[config.mk]
export PLATFORM = sky130hd
export DESIGN_NAME = keypad_scanner_flat
export DESIGN_NICKNAME = d
export VERILOG_FILES = /design/src/rtl/keypad_pkg.sv /design/src/rtl/keypad_scanner_if.sv /design/src/rtl/keypad_sync.sv /design/src/rtl/keypad_scanner.sv /design/src/flat_wrapper.sv
export SDC_FILE = /design/constraint.sdc
export NUM_CORES = 1
export LEC_CHECK = 0
export ABC_CLOCK_PERIOD_IN_PS = 4890
export CAP_MARGIN = 10
export CORE_UTILIZATION = 47
export DETAILED_ROUTE_END_ITERATION = 10
export DONT_BUFFER_PORTS = 1
export HOLD_SLACK_MARGIN = 0.03
export SETUP_SLACK_MARGIN = 0.1
export SLEW_MARGIN = 40
export SYNTH_ARGS = -nofsm -noshare
export SYNTH_HDL_FRONTEND = slang
export SYNTH_SLANG_ARGS = --single-unit
[constraint.sdc]
create_clock -name clk -period 4.89 [get_ports clk]
set_input_delay 0.7335 -clock clk [delete_from_list [all_inputs] [get_ports clk]]
set_output_delay 0.7335 -clock clk [all_outputs]
set_load 0.005 [all_outputs]
[src/rtl/keypad_pkg.sv]
`default_nettype none
// +--------------------------------------------------------------------------+
// | Module   : keypad_pkg                                                    |
// | Purpose  : Shared types, constants and the column-decode helper for the  |
// |            4x4 matrix keypad scanner.                                    |
// | Contents : kp_state_e  - scanner FSM states                              |
// |            kp_hit_t    - decoded column sample (hit flag + index)        |
// |            kp_decode() - classifies a column sample as hit/idle/ghost    |
// | Revision : 1.0 - initial release                                         |
// +--------------------------------------------------------------------------+
package keypad_pkg;

  localparam int          KP_ROWS     = 4;
  localparam int          KP_COLS     = 4;
  localparam logic [3:0]  KP_COL_IDLE = 4'b1111;

  typedef enum logic [1:0] {
    SCAN     = 2'd0,
    DEBOUNCE = 2'd1,
    PRESSED  = 2'd2,
    RELEASE  = 2'd3
  } kp_state_e;

  typedef struct packed {
    logic       hit;
    logic [1:0] col;
  } kp_hit_t;

  // A sample is a hit only when exactly one column is pulled low. Idle and
  // multi-column (ghost) patterns both decode as "no hit".
  function automatic kp_hit_t kp_decode(input logic [KP_COLS-1:0] cols);
    kp_hit_t r;
    r.hit = 1'b1;
    r.col = 2'd0;
    case (cols)
      4'b1110: r.col = 2'd0;
      4'b1101: r.col = 2'd1;
      4'b1011: r.col = 2'd2;
      4'b0111: r.col = 2'd3;
      default: r.hit = 1'b0;
    endcase
    return r;
  endfunction

endpackage
`default_nettype wire

[src/rtl/keypad_scanner_if.sv]
`default_nettype none
// +--------------------------------------------------------------------------+
// | Module   : keypad_scanner_if                                             |
// | Purpose  : Bundles the keypad matrix lines and the debounced key outputs |
// |            between the scanner and its surroundings.                     |
// | Signals  : col_in    - raw column lines, active-low, asynchronous        |
// |            row_drive - active-low one-hot row strobes                    |
// |            key_row   - debounced row index (0-3, bits [3:2] zero)        |
// |            key_col   - debounced column index (0-3, bits [3:2] zero)     |
// |            key_valid - one-cycle pulse on each accepted press            |
// |            key_held  - high while the accepted key remains pressed       |
// | Modports : master - the scanner; slave - keypad/decoder side             |
// | Revision : 1.0 - initial release                                         |
// +--------------------------------------------------------------------------+
interface keypad_scanner_if;
  import keypad_pkg::*;

  logic [KP_COLS-1:0] col_in;
  logic [KP_ROWS-1:0] row_drive;
  logic [3:0]         key_row;
  logic [3:0]         key_col;
  logic               key_valid;
  logic               key_held;

  modport master (
    input  col_in,
    output row_drive,
    output key_row,
    output key_col,
    output key_valid,
    output key_held
  );

  modport slave (
    output col_in,
    input  row_drive,
    input  key_row,
    input  key_col,
    input  key_valid,
    input  key_held
  );

endinterface
`default_nettype wire

[src/rtl/keypad_sync.sv]
`default_nettype none
// +--------------------------------------------------------------------------+
// | Module   : keypad_sync                                                   |
// | Purpose  : 2-flop synchroniser for the asynchronous column lines.        |
// |            Resets to all-ones so the lines read as idle out of reset.    |
// | Ports    : clk - clock; rst - synchronous active-high reset              |
// |            d_i - asynchronous input; q_o - synchronised output           |
// | Revision : 1.0 - initial release                                         |
// +--------------------------------------------------------------------------+
module keypad_sync
  import keypad_pkg::*;
(
  input  wire logic                clk,
  input  wire logic                rst,
  input  wire logic [KP_COLS-1:0]  d_i,
  output logic      [KP_COLS-1:0]  q_o
);

  logic [KP_COLS-1:0] meta_q;
  logic [KP_COLS-1:0] sync_q;

  always_ff @(posedge clk) begin
    if (rst) begin
      meta_q <= KP_COL_IDLE;
      sync_q <= KP_COL_IDLE;
    end else begin
      meta_q <= d_i;
      sync_q <= meta_q;
    end
  end

  assign q_o = sync_q;

endmodule
`default_nettype wire

[src/rtl/keypad_scanner.sv]
`default_nettype none
// +--------------------------------------------------------------------------+
// | Module   : keypad_scanner                                                |
// | Purpose  : Scans a 4x4 matrix keypad one row at a time, debounces press  |
// |            and release, and reports the row/column index of one key      |
// |            with a single-cycle strobe.                                   |
// | Params   : SCAN_DIV     - cycles each row is driven (>= 4)               |
// |            DEBOUNCE_CNT - matching samples to accept press/release (>=1) |
// | Ports    : clk - clock; rst - synchronous active-high reset              |
// |            kp  - keypad_scanner_if.master (col_in in; row_drive,         |
// |                  key_row, key_col, key_valid, key_held out)              |
// | Revision : 1.0 - initial release                                         |
// +--------------------------------------------------------------------------+
module keypad_scanner
  import keypad_pkg::*;
#(
  parameter int SCAN_DIV     = 1000,
  parameter int DEBOUNCE_CNT = 8
) (
  input  wire logic          clk,
  input  wire logic          rst,
  keypad_scanner_if.master   kp
);

  localparam int RW = $clog2(KP_ROWS);
  localparam int DW = $clog2(SCAN_DIV);
  localparam int CW = $clog2(DEBOUNCE_CNT + 1);

  localparam logic [DW-1:0] DWELL_LAST = DW'(SCAN_DIV - 1);
  localparam logic [CW-1:0] DB_TGT     = CW'(DEBOUNCE_CNT);
  localparam logic [CW-1:0] CNT_ONE    = CW'(1);
  // With a single-sample debounce the first hit is already accepted and the
  // first miss is already a full release, so DEBOUNCE/RELEASE are skipped.
  localparam bit            DB_ONE     = (DEBOUNCE_CNT == 1);

  logic [KP_COLS-1:0] col_s;

  keypad_sync u_sync (
    .clk (clk),
    .rst (rst),
    .d_i (kp.col_in),
    .q_o (col_s)
  );

  kp_state_e          state_q,     state_d;
  logic [DW-1:0]      dwell_q,     dwell_d;
  logic [CW-1:0]      cnt_q,       cnt_d;
  logic [RW-1:0]      row_q,       row_d;
  logic [KP_ROWS-1:0] row_drive_q, row_drive_d;
  logic [1:0]         cand_col_q,  cand_col_d;
  logic [1:0]         key_row_q,   key_row_d;
  logic [1:0]         key_col_q,   key_col_d;
  logic               key_valid_q, key_valid_d;
  logic               key_held_q,  key_held_d;

  kp_hit_t            dec;
  logic               sample;
  logic               hit_cand;
  logic               hit_key;
  logic [CW-1:0]      cnt_inc;
  logic [RW-1:0]      row_next;

  assign dec      = kp_decode(col_s);
  assign sample   = (dwell_q == DWELL_LAST);
  assign hit_cand = dec.hit && (dec.col == cand_col_q);
  assign hit_key  = dec.hit && (dec.col == key_col_q);
  assign cnt_inc  = cnt_q + 1'b1;
  assign row_next = row_q + 1'b1;

  always_comb begin
    state_d     = state_q;
    dwell_d     = sample ? '0 : dwell_q + 1'b1;
    cnt_d       = cnt_q;
    row_d       = row_q;
    cand_col_d  = cand_col_q;
    key_row_d   = key_row_q;
    key_col_d   = key_col_q;
    key_valid_d = 1'b0;
    key_held_d  = key_held_q;

    if (sample) begin
      case (state_q)
        SCAN: begin
          if (dec.hit) begin
            if (DB_ONE) begin
              key_row_d   = row_q;
              key_col_d   = dec.col;
              key_valid_d = 1'b1;
              key_held_d  = 1'b1;
              cnt_d       = '0;
              state_d     = PRESSED;
            end else begin
              cand_col_d  = dec.col;
              cnt_d       = CNT_ONE;
              state_d     = DEBOUNCE;
            end
          end else begin
            row_d = row_next;
          end
        end

        DEBOUNCE: begin
          if (hit_cand) begin
            if (cnt_inc == DB_TGT) begin
              key_row_d   = row_q;
              key_col_d   = cand_col_q;
              key_valid_d = 1'b1;
              key_held_d  = 1'b1;
              cnt_d       = '0;
              state_d     = PRESSED;
            end else begin
              cnt_d = cnt_inc;
            end
          end else begin
            // A broken run of samples abandons the candidate entirely.
            cnt_d   = '0;
            row_d   = row_next;
            state_d = SCAN;
          end
        end

        PRESSED: begin
          if (!hit_key) begin
            if (DB_ONE) begin
              key_held_d = 1'b0;
              cnt_d      = '0;
              row_d      = row_next;
              state_d    = SCAN;
            end else begin
              cnt_d   = CNT_ONE;
              state_d = RELEASE;
            end
          end
        end

        RELEASE: begin
          if (hit_key) begin
            // Release bounce: key is still down, no fresh strobe.
            cnt_d   = '0;
            state_d = PRESSED;
          end else if (cnt_inc == DB_TGT) begin
            key_held_d = 1'b0;
            cnt_d      = '0;
            row_d      = row_next;
            state_d    = SCAN;
          end else begin
            cnt_d = cnt_inc;
          end
        end

        default: begin
          cnt_d   = '0;
          state_d = SCAN;
        end
      endcase
    end

    // Row strobes are registered from the next row index so the pins only
    // move in the cycle after a sample point and never glitch.
    row_drive_d = ~(KP_ROWS'(1) << row_d);
  end

  always_ff @(posedge clk) begin
    if (rst) begin
      state_q     <= SCAN;
      dwell_q     <= '0;
      cnt_q       <= '0;
      row_q       <= '0;
      row_drive_q <= 4'b1110;
      cand_col_q  <= 2'd0;
      key_row_q   <= 2'd0;
      key_col_q   <= 2'd0;
      key_valid_q <= 1'b0;
      key_held_q  <= 1'b0;
    end else begin
      state_q     <= state_d;
      dwell_q     <= dwell_d;
      cnt_q       <= cnt_d;
      row_q       <= row_d;
      row_drive_q <= row_drive_d;
      cand_col_q  <= cand_col_d;
      key_row_q   <= key_row_d;
      key_col_q   <= key_col_d;
      key_valid_q <= key_valid_d;
      key_held_q  <= key_held_d;
    end
  end

  assign kp.row_drive = row_drive_q;
  assign kp.key_row   = {2'b00, key_row_q};
  assign kp.key_col   = {2'b00, key_col_q};
  assign kp.key_valid = key_valid_q;
  assign kp.key_held  = key_held_q;

endmodule
`default_nettype wire

[src/flat_wrapper.sv]
// flat-port wrapper written by rule: the top's interface ports become plain ports
module keypad_scanner_flat import keypad_pkg::*;
#(
  parameter int SCAN_DIV     = 1000,
  parameter int DEBOUNCE_CNT = 8
)
  (clk, rst, kp_col_in, kp_row_drive, kp_key_row, kp_key_col, kp_key_valid, kp_key_held);
  keypad_scanner_if kp_i ();
  input  wire logic clk;
  input  wire logic rst;
  input wire logic [$bits(kp_i.col_in)-1:0] kp_col_in;
  output wire logic [$bits(kp_i.row_drive)-1:0] kp_row_drive;
  output wire logic [$bits(kp_i.key_row)-1:0] kp_key_row;
  output wire logic [$bits(kp_i.key_col)-1:0] kp_key_col;
  output wire logic [$bits(kp_i.key_valid)-1:0] kp_key_valid;
  output wire logic [$bits(kp_i.key_held)-1:0] kp_key_held;
  assign kp_i.col_in = kp_col_in;
  assign kp_row_drive = kp_i.row_drive;
  assign kp_key_row = kp_i.key_row;
  assign kp_key_col = kp_i.key_col;
  assign kp_key_valid = kp_i.key_valid;
  assign kp_key_held = kp_i.key_held;
  keypad_scanner #(.SCAN_DIV(SCAN_DIV), .DEBOUNCE_CNT(DEBOUNCE_CNT)) u_core (.clk(clk), .rst(rst), .kp(kp_i));
endmodule
[Word-level counts from Yosys, hierarchy flattened]
Index checks and enable logic that the tools add are counted.
W data, S select, Z words.
Storage, ports and cells
  bits in registers: 38
  output and inout port bits: 14
Operators by class
  $add $sub $neg: 3
  eq/ne operators: 19
  shift operators: 1
  mux-type cells: 27
  bitwise operators: 4
  reduce and logical (&&, ||, !) cells: 12
Operators by type and width (count)
  $mux W2: 11
  $mux W4: 5
  $eq A4 B4 Y1 const B: 4
  $pmux W4 S4: 1
  $pmux W2 S3: 2
  $add A10 B1 Y10 const B: 1
  $eq A10 B10 Y1 const B: 1
  $ne A2 B1 Y1 const B: 4
  $pmux W2 S4: 1
  $reduce_or A4 Y1: 2
  $mux W1: 6
  $reduce_and A3 Y1: 2
  $reduce_and A6 Y1: 1
  $reduce_and A5 Y1: 1
  $add A4 B1 Y4 const B: 1
  $eq A2 B2 Y1: 2
  $eq A2 B2 Y1 const B: 2
  $eq A4 B3 Y1 const B: 1
  $ne A2 B2 Y1 const B: 2
  $not A4 Y4: 1
  $reduce_and A4 Y1: 1
  $shl A1 B2 Y4 const A: 1
  $ne A3 B1 Y1 const B: 1
  $ne A3 B3 Y1 const B: 1
  8 further kinds: 11

[Depth between registers and ports, before layout]
Gate-level depths: netlist of run 1.
  word-level depth: 9
  mapped depth: 8
  depth with buffers taken out: 6

[Cells and area by module]
Synthesis of run 1 repeated with hierarchy kept, for this count alone.
Second synthesis, totals
  cells, all modules: 213
  area, all modules: 2005.7 um2
Modules (own cells, without submodules)
  keypad_scanner: instances 1, cells each 197, area an instance 1795.5 um2
  keypad_sync: instances 1, cells each 16, area an instance 210.2 um2

[Worst setup path before layout of run 1]
Ideal clock, no wire load.
  path type: register to register
  start: reg u_core.dwell_q[0]
  end: reg u_core.key_held_q (netlist: u_core.kp.key_held)
  setup time: 0.086 ns
  arrival time: 2.045 ns
  data required time: 4.804 ns
  path slack: 2.759 ns
  stages on the path, launching flop included: 8
  buffers on the path: 2
  clock period less this slack: 2.131 ns
  path through: dfxtp_1 > ha_1 > nor4bb_1 > and4_1 > clkbuf_1 > or4b_4 > buf_6 > a221oi_2
Between the ends
  longest elaborated chain between the ends: 2
RTL lines
  start, declared: RTL line keypad_scanner.sv:46  | logic [DW-1:0] dwell_q, dwell_d;
  start signal, assigned: RTL line keypad_scanner.sv:177  | dwell_q <= dwell_d;
  $eq A10 B10 Y1: RTL line keypad_scanner.sv:64  | assign sample = (dwell_q == DWELL_LAST);
  $reduce_and A6 Y1 (no line)
  end signal, assigned: RTL line keypad_scanner.sv:185  | key_held_q <= key_held_d;
  end, declared: RTL line keypad_scanner.sv:54  | logic key_held_q, key_held_d;
Every way passes these cells.
A chain may end at the register's enable or synchronous reset.

[Final worst setup path of run 1]
  start: reg u_core.dwell_q[0]
  end: reg u_core.state_q[1]
Between the ends
  longest elaborated chain between the ends: 2
RTL lines
  $eq A10 B10 Y1: RTL line keypad_scanner.sv:64
  $reduce_and A5 Y1 (no line)
  end signal, assigned: RTL line keypad_scanner.sv:176  | state_q <= state_d;
  end, declared: RTL line keypad_scanner.sv:45  | kp_state_e state_q, state_d;
Every way passes these cells.

==> results of run 1 <==
flip-flops by register name, summed over array words and instances (netlist names):
name	count
u_core.cand_col_q	2
u_core.cnt_q	4
u_core.dwell_q	10
u_core.key_col_q	2
u_core.key_row_q	2
u_core.kp.key_held	1
u_core.kp.key_valid	1
u_core.kp.row_drive	4
u_core.row_q	2
u_core.state_q	2
u_core.u_sync.meta_q	4
u_core.u_sync.q_o	4
per-stage QoR:
step	util [%]	area (µm²)	total power, W	setup WS (ns)
2_1_floorplan	-	1870	0.000351	2.76
3_3_place_gp	49.1	1820	0.000347	2.64
3_5_place_dp	49.1	1820	0.000348	2.52
4_1_cts	52.2	1940	0.000614	2.49
5_1_grt	52.2	1940	0.000628	2.28
6_report	52.2	1940	0.000605	2.47
layout make-up:
| cell class | count | area [µm²] | share of cell area, % |
|---|---|---|---|
| Multi-Input combinational cell | 147 | 981 | 50.6 |
| Sequential cell | 38 | 761 | 39.3 |
| Inverter | 6 | 22.5 | 1.16 |
| Clock buffer | 5 | 68.8 | 3.55 |
| Tap cell | 48 | 60.1 | 3.10 |
| Clock inverter | 3 | 45.0 | 2.32 |
metal layers:
| metal | track usage (%) | wire length (µm) |
|---|---|---|
| met3 | 5.46 | 118 |
| met2 | 26.6 | 1440 |
| met4 | 6.67 | 38 |
| met1 | 22.0 | 1650 |
| met5 | 0 | 0 |
how the worst min path moves through the flow:
| stage | cells after the start | from | end |
|---|---|---|---|
| 3_3_place_gp | 1 | u_core.u_sync.meta_q[1] | u_core.u_sync.q_o[1] |
| 2_1_floorplan | 1 | u_core.u_sync.meta_q[0] | u_core.u_sync.q_o[0] |
| 4_1_cts | 1 | u_core.u_sync.meta_q[0] | u_core.u_sync.q_o[0] |
| 6_report | 1 | u_core.u_sync.meta_q[0] | u_core.u_sync.q_o[0] |
| 3_5_place_dp | 1 | u_core.u_sync.meta_q[0] | u_core.u_sync.q_o[0] |
| 5_1_grt | 1 | u_core.u_sync.meta_q[2] | u_core.u_sync.q_o[2] |
Yosys cell counts, drive strengths merged, types with 3 or more instances:
cell / number / share of area [%]
nand3: 10 / 2.7
inv: 6 / 1.2
xor2: 4 / 1.9
and3: 3 / 1.0
or2: 9 / 3.0
a31oi: 3 / 1.0
dfxtp: 38 / 41
nor2: 24 / 4.9
o21ai: 5 / 1.3
xnor2: 7 / 3.3
mux2i: 5 / 2.7
nand2: 9 / 1.8
nand2b: 3 / 1.0
nor3: 4 / 1.1
a21oi: 11 / 3.4
clkbuf: 8 / 1.6
buf: 9 / 4.0
nand3b: 6 / 2.4
nand4b: 3 / 1.4
kinds of logic (layout without fill, tap and decap cells):
family                     Yosys count  count (layout)  share of synthesized area (%)
and+or+nand+nor                     84              84                           25.5
AOI/OAI and AO/OA                   40              40                           16.7
adders and majority gates            2               2                           1.35
buffers and inverters               23              14                           6.81
other                                1               4                          0.202
muxes                                6               6                           3.30
xor gates and xnor gates            11              11                           5.19
DFF                                 38              38                           41.0
critical path, delay by kind of cell (launching register included):
kind | cells | cell delay, ns
AO/OA/AOI/OAI | 2 | 0.56
adder cells (fa/ha/maj) | 1 | 0.21
flip-flops | 1 | 0.38
AND/OR/NAND/NOR | 3 | 1.21
power groups by stage:
stage          registers [W]  clock network, W   logic, W
3_5_place_dp        0.000327                 0  0.0000212
4_1_cts             0.000319          0.000273  0.0000213
3_3_place_gp        0.000326                 0  0.0000207
5_1_grt             0.000320          0.000284  0.0000241
6_report            0.000319          0.000264  0.0000212
2_1_floorplan       0.000324                 0  0.0000276
==> flow_summary_export.csv, run 1 <==
group,metric,value,unit
timing,clock_skew,0.00640,ns
cts,cts_resized,0,
pwr,p_int,0.000477,W
setup_path,critPathLaunchType,"flop",
setup_path,crit_arrival,2.64,ns
cts,cts_root_buffer,"clkbuf_8",
place,hpwl,2260,µm
synthesis,synth_cells,205,
floorplanning,start_util,50.0,%
setup_path,worstSetupEndpoint,"u_core.state_q[1]",
synthesis,seq_area_frac_synth,41.0,%
setup_path,worstPathMaxFanout,12,
finish,diodes,0,
cts,cts_hold_buf,0,
setup_path,rr_endpoint,"u_core.state_q[1]",
pwr,p_leak,0.686,nW
cts,insertion_delay,0.29,ns
setup_path,reg2reg_from,"u_core.dwell_q[0]",
setup_path,crit_start,"u_core.dwell_q[0]",
pwr,power_frac_seq,52.8,%
finish,final_nets,206,
global_routing,grt_use_total,17.2,%
drt,drt-initial-drc-count,85,
global_routing,overflow,0,
cts,cts_max_level,2,
setup_path,rrSetupSlack,2.47,ns
setup_path,worst-setup-path-type,"reg2reg",
setup_path,crit_required,5.11,ns
timing,hold-worst-slack,0.412,ns
floorplanning,fp.coreArea,3720,µm²
global_routing,grt_first_pass_wirelength,5520,µm
synthesis,synth_cell_type_count,52,
drt,vias,1359,
drt,dr.pass1.iters,4,
setup_path,crit_chain,"ha_1 > nor4bb_1 > and4_1 > o21a_1 > or4b_1 > a21oi_1",
floorplanning,rows,22,
setup_path,crit_path_end_kind,"flop",
setup_path,reg2reg_depth,6,
timing,finalSetupViolations,0,
pwr,power.density,312,nW/µm²
finish,final_cell_mix,"dfxtp_1 (38), nor2_1 (24), nand3_1 (10)",
floorplanning,fp.dieH,64.9,µm
place,gp_congestion,0.755,
finish,syn_to_final_growth,4.38,%
drt,routed_wl,3250,µm
place,place_inst,239,
floorplanning,fp.dieArea,4210,µm²
timing,fmax,0.414,GHz
global_routing,grt_pass1_vias,1222,
cts,cts.sinks,38,
pwr,p_comb_share,3.5,%
timing,finalCriticalPeriod,2.42,ns
finish,layout-drive-gt1-share,13.6,%
timing,final.setup.tns,0,ns
pwr,p_clk_share,43.6,%
synthesis,synthFlopType,"dfxtp_1",
pwr,p_sw,0.000128,W
drt,post_drt_wl_per_cell,13.2,µm
timing,worstMarginPinSlew,0.630,ns
global_routing,antenna_found_initial,0,
drt,via_per_inst,5.50,
run,maxCapViolCount,0,
synthesis,syn_area,1860,µm²
synthesis,synthArstFlopShare,0,%
synthesis,ys_ff_latch,38,
timing,fin_crit_sh,49.4,%
cts,cts_tree,"done",
setup_path,max_stage_delay,0.48,ns
global_routing,grt_start_max_net_pins,31,
timing,rsz0062_at_grt,"no",
timing,finalHoldViolCount,0,
drt,drtAntennaViolNets,0,
finish,final_common_cell,"dfxtp_1",
place,portBuffers,0,
drt,route.detailed.drc,0,
pwr,switching_share,21.2,%
cts,post-cts-setup-buffer-count,0,
cts,numCtsBuffers,5,
pwr,peakVddDrop,0.199,mV
cts,clkTransAtPathRegs,0.08,ns
timing,final_max_slew_viol_count,0,
floorplanning,dieWidth,64.9,µm
run_status,status,"complete, no violations",
synthesis,yosysWarningCount,0,
floorplanning,io_pins,20,
timing,slew_headroom,57.9,%
setup_path,crit_slowest_cell,"or4b_1",
cts,cts_buffer_depth,2,
finish,fin_cells,247,
hold_path,min_path_type,"reg2reg",
synthesis,synth_edf_count,0,
synthesis,syn_area_per_cell,9.06,µm²
finish,fill_cells,356,
No activity file was read; power rests on OpenSTA's default activity.
==> run 2: changes to the inputs <==
ABC_CLOCK_PERIOD_IN_PS = 2300   (was 4890)
clock period = 2.3 ns   (was 4.89 ns; I/O delays follow)
==> run 2 against run 1 <==
  * Maximum frequency rose by 16%
  * Sequential cell count unchanged
  * Via count increased by 3.9%
  * Largest power group unchanged
  * Routed wire length rose by 3.9%
  * Critical path type unchanged
==> flow_summary_export.csv, run 2 (synthesis gave the netlist of run 1 again) <==
group,metric,value,unit
setup_path,worst-setup-path-type,"reg2reg",
run,maxCapViolCount,0,
drt,drt-initial-drc-count,86,
cts,numCtsBuffers,5,
setup_path,critPathLaunchType,"flop",
pwr,finalPower,0.00119,W
global_routing,grt_start_max_net_pins,31,
setup_path,rrSetupSlack,0.21,ns
drt,post_drt_wl_per_cell,13.4,µm
setup_path,worstPathMaxFanout,9,
place,pre_cts_slack,0.140,ns
timing,fmax,0.479,GHz
timing,clock_skew,0.00604,ns
global_routing,grt_first_pass_wirelength,5920,µm
global_routing,antenna_found_initial,0,
cts,cts_hold_buf,0,
finish,syn_to_final_growth,6.81,%
drt,via_per_inst,5.60,
global_routing,grt_pass1_vias,1366,
floorplanning,fp.dieArea,4210,µm²
timing,finalCriticalPeriod,2.09,ns
drt,route.detailed.drc,0,
floorplanning,dieWidth,64.9,µm
finish,final_cell_mix,"dfxtp_1 (33), nor2_1 (24), nand3_1 (10)",
global_routing,overflow,0,
finish,largest_register_ffs,10,
timing,final.setup.tns,0,ns
finish,top_register,"u_core.dwell_q",
cts,cts_root_buffer,"clkbuf_8",
setup_path,crit_path_end_kind,"flop",
timing,setup_slack,0.214,ns
hold_path,min_path_type,"in2reg",
finish,final_common_cell,"dfxtp_1",
setup_path,crit_arrival,2.32,ns
run_status,status,"complete, no violations",
pwr,p_leak,0.706,nW
finish,fin_util,53.4,%
global_routing,grt_use_total,18.5,%
finish,diodes,0,
finish,regArea,767,µm²
finish,final_nets,211,
drt,vias,1412,
floorplanning,rows,22,
cts,clkTransAtPathRegs,0.08,ns
place,portBuffers,0,
drt,dr.pass1.iters,4,
place,gp_congestion,0.774,
drt,routed_wl,3380,µm
cts,cts.sinks,38,
timing,final_max_slew_viol_count,0,
place,hpwl,2400,µm
finish,multi_input_area,1010,µm²
timing,finalHoldViolCount,0,
finish,fill_cells,351,
cts,cts_tree,"done",
floorplanning,io_pins,20,
pwr,peakVddDrop,0.497,mV
floorplanning,start_util,50.0,%
cts,cts_buffer_depth,2,
cts,insertion_delay,0.29,ns
cts,cts_max_level,2,
pwr,power.density,600,nW/µm²
finish,layout-drive-gt1-share,19.6,%
drt,drtAntennaViolNets,0,
setup_path,crit_required,2.54,ns
timing,finalSetupViolations,0,
timing,rsz0062_at_grt,"yes",
floorplanning,fp.coreArea,3720,µm²
floorplanning,fp.dieH,64.9,µm
timing,fin_crit_sh,90.7,%
## run 2: metal layers
| layer | wire, µm | GRT usage (%) |
|---|---|---|
| met3 | 130 | 5.63 |
| met5 | 0 | 0 |
| met1 | 1570 | 21.9 |
| met2 | 1640 | 29.7 |
| met4 | 34 | 10.0 |
## run 2: critical path, stage by stage (launching register included)
cell and delay (ns):
dfxtp_2 0.42, or3b_1 0.38, a21oi_2 0.21, nor3b_2 0.10, o311ai_2 0.36, mux2_2 0.39
a21bo_1 0.17
## run 2: area by class of cell
class | count | share of cell area (%)
Clock inverter | 3 | 1.07
Tap cell | 48 | 3.03
Clock buffer | 5 | 3.47
Inverter | 6 | 1.14
Timing Repair Buffer | 5 | 1.89
Sequential cell | 38 | 38.7
Multi-Input combinational cell | 147 | 50.7
## run 2: path summary, 6_finish.rpt
kind	startpoint	to	cells after the start
max	u_core.u_sync.q_o[3]	u_core.kp.row_drive[3]	6
min	rst	u_core.cand_col_q[1]	1
max reg2reg	u_core.u_sync.q_o[3]	u_core.kp.row_drive[3]	6
min reg2reg	u_core.u_sync.meta_q[1]	u_core.u_sync.q_o[1]	1
## run 2: through the flow
stage                     hold WS, ns  instance area [µm²]  std cells
after global placement          0.392                 1860        244
after floorplan                 0.389                 1870        208
after detailed placement        0.400                 1860        244
after CTS                       0.102                 1950        252
final                           0.112                 1980        252
after global routing           0.0932                 1980        252
## run 2: what timing repair did
item	in CTS	in global routing
setup buffers	0	0
endpoints found under the setup margin	0	9
resized for setup	0	9
## run 2: report_power, final
group / switching [W] / total [W] / internal [W]
sequential: 0.0000115 / 0.000681 / 0.000669
combinational: 0.0000242 / 0.0000482 / 0.0000240
clock: 0.000248 / 0.000461 / 0.000213
total: 0.000284 / 0.00119 / 0.000906
==> run 3: changes to the inputs <==
CORE_ASPECT_RATIO = 0.8   (was default)
SETUP_SLACK_MARGIN = default   (was 0.1)
==> run 3 against run 2 <==
  * Sequential share of layout area shrank 1.2 points
  * Design area grew 2.3%
  * Sequential cell count is the same
  * Count of clock-buffer cells in the layout grew 1
  * Maximum frequency shrank 4.2%
  * Clock power grew 48%
  * Total power grew 19%
  * Die area is essentially flat
  * First-iteration DRC count grew 7.0%
  * Combinational power grew 2%
  * Hold slack gained 0.012 ns
  * Final cell count grew 3.2%
  * Critical endpoint unchanged
==> flow_summary_export.csv, run 3 (synthesis gave the netlist of run 1 again) <==
group,metric,value,unit
timing,finalSetupViolations,0,
finish,post-route-cell-area,2030,µm²
timing,final.setup.tns,0,ns
global_routing,grt_pass1_vias,1248,
setup_path,crit_path_end_kind,"flop",
floorplanning,io_pins,20,
finish,final_cell_mix,"dfxtp_1 (38), nor2_1 (24), nand3_1 (10)",
timing,final_max_slew_viol_count,0,
cts,cts_hold_buf,0,
cts,insertion_delay,0.29,ns
drt,post_drt_wl_per_cell,13.1,µm
cts,cts_root_buffer,"clkbuf_8",
place,portBuffers,0,
setup_path,critPathLaunchType,"flop",
finish,syn_to_final_growth,9.30,%
finish,layout-drive-gt1-share,17.1,%
cts,cts_max_level,2,
run,maxCapViolCount,0,
place,gp_congestion,0.923,
finish,top_register,"u_core.dwell_q",
hold_path,min_path_type,"in2reg",
cts,clkTransAtPathRegs,0.07,ns
setup_path,worstPathMaxFanout,9,
floorplanning,dieWidth,72.3,µm
drt,routed_wl,3420,µm
floorplanning,fp.coreArea,3780,µm²
drt,drt-initial-drc-count,92,
timing,finalCriticalPeriod,2.18,ns
timing,fmax,0.459,GHz
global_routing,overflow,0,
global_routing,grt_use_total,18.2,%
floorplanning,fp.dieArea,4210,µm²
timing,rsz0062_at_grt,"no",
timing,fin_crit_sh,94.6,%
cts,cts_tree,"done",
hold_path,hp-start,"rst",
floorplanning,rows,20,
timing,worstMarginPinSlew,0.630,ns
drt,via_per_inst,5.53,
setup_path,worst-setup-path-type,"reg2reg",
finish,diodes,0,
pwr,p_leak,0.739,nW
timing,slew_headroom,57.7,%
global_routing,grt_first_pass_wirelength,5780,µm
place,place_area,1880,µm²
pwr,power.density,695,nW/µm²
drt,vias,1437,
setup_path,crit_arrival,2.41,ns
place,hpwl,2400,µm
finish,final_nets,212,
cts,cts.sinks,38,
global_routing,antenna_found_initial,0,
finish,final_common_cell,"dfxtp_1",
drt,route.detailed.drc,0,
pwr,peakVddDrop,0.382,mV
cts,numCtsBuffers,5,
run_status,status,"complete, no violations",
global_routing,grt_start_max_net_pins,31,
drt,dr.pass1.iters,5,
floorplanning,start_util,49.1,%
timing,finalHoldViolCount,0,
drt,drtAntennaViolNets,0,
timing,clock_skew,0.00625,ns
setup_path,crit_start,"u_core.u_sync.q_o[3]",
setup_path,crit_required,2.53,ns
floorplanning,fp.dieH,58.2,µm
finish,largest_register_ffs,10,
setup_path,reg2reg_from,"u_core.u_sync.q_o[3]",
cts,cts_buffer_depth,2,
## run 3: power by group
part / switching [W] / total (W) / internal [W]
clock network: 0.000221 / 0.000683 / 0.000462
registers: 0.00000967 / 0.000678 / 0.000669
logic: 0.0000256 / 0.0000494 / 0.0000238
total: 0.000256 / 0.00141 / 0.00115
## run 3: repair_timing
action                                 4_1_cts  5_1_grt
setup endpoints to repair                    0        5
endpoints found under the hold margin        0        0
gates resized for setup                      0        3
setup buffers                                0        0
## run 3: final cells by class
class / instances / area [µm²]
fillers: 335 / 1750
clock buffers: 6 / 82.6
well taps: 55 / 68.8
clock inverters: 2 / 60.1
multi-input cells: 147 / 990
flip-flops and latches: 38 / 761
inverters: 6 / 22.5
repair buffers: 6 / 45.0
## run 3: per-layer routing
layer	wire, µm	part of all wire [%]	GRT usage, %	vias to the layer above
li1	-	-	-	712
met1	1710	50	26.1	673
met2	1430	42	25.2	50
met5	0	0	0	-
met4	21	0.61	7.56	0
met3	253	7.4	5.57	2
## run 3: metrics by stage
stage	util [%]	setup WS (ns)	std cells	hold WS, ns	total power (W)
finish	53.7	0.124	260	0.124	0.00141
global route	53.7	0.00454	260	0.103	0.00146
CTS	53.5	0.130	260	0.112	0.00143
detailed placement	49.7	0.160	252	0.398	0.000742
global placement	49.7	0.215	252	0.394	0.000739
floorplan	-	0.169	208	0.389	0.000747
## run 3: worst paths after layout
| check | endpoint | slack, ns | cells past startpoint |
|---|---|---|---|
| worst max-delay path | u_core.kp.row_drive[3] | 0.12 | 6 |
| worst min register to register | u_core.u_sync.q_o[2] | 0.41 | 1 |
| worst min-delay path | u_core.dwell_q[2] | 0.12 | 1 |
| worst max register to register | u_core.kp.row_drive[3] | 0.12 | 6 |
## run 3: worst max-delay path: stages (launching register included)
cell and delay (ns):
dfxtp_1 0.48, or3b_1 0.39, a21oi_2 0.20, nor3b_2 0.10
o311ai_2 0.38, mux2_2 0.39, a21bo_1 0.17
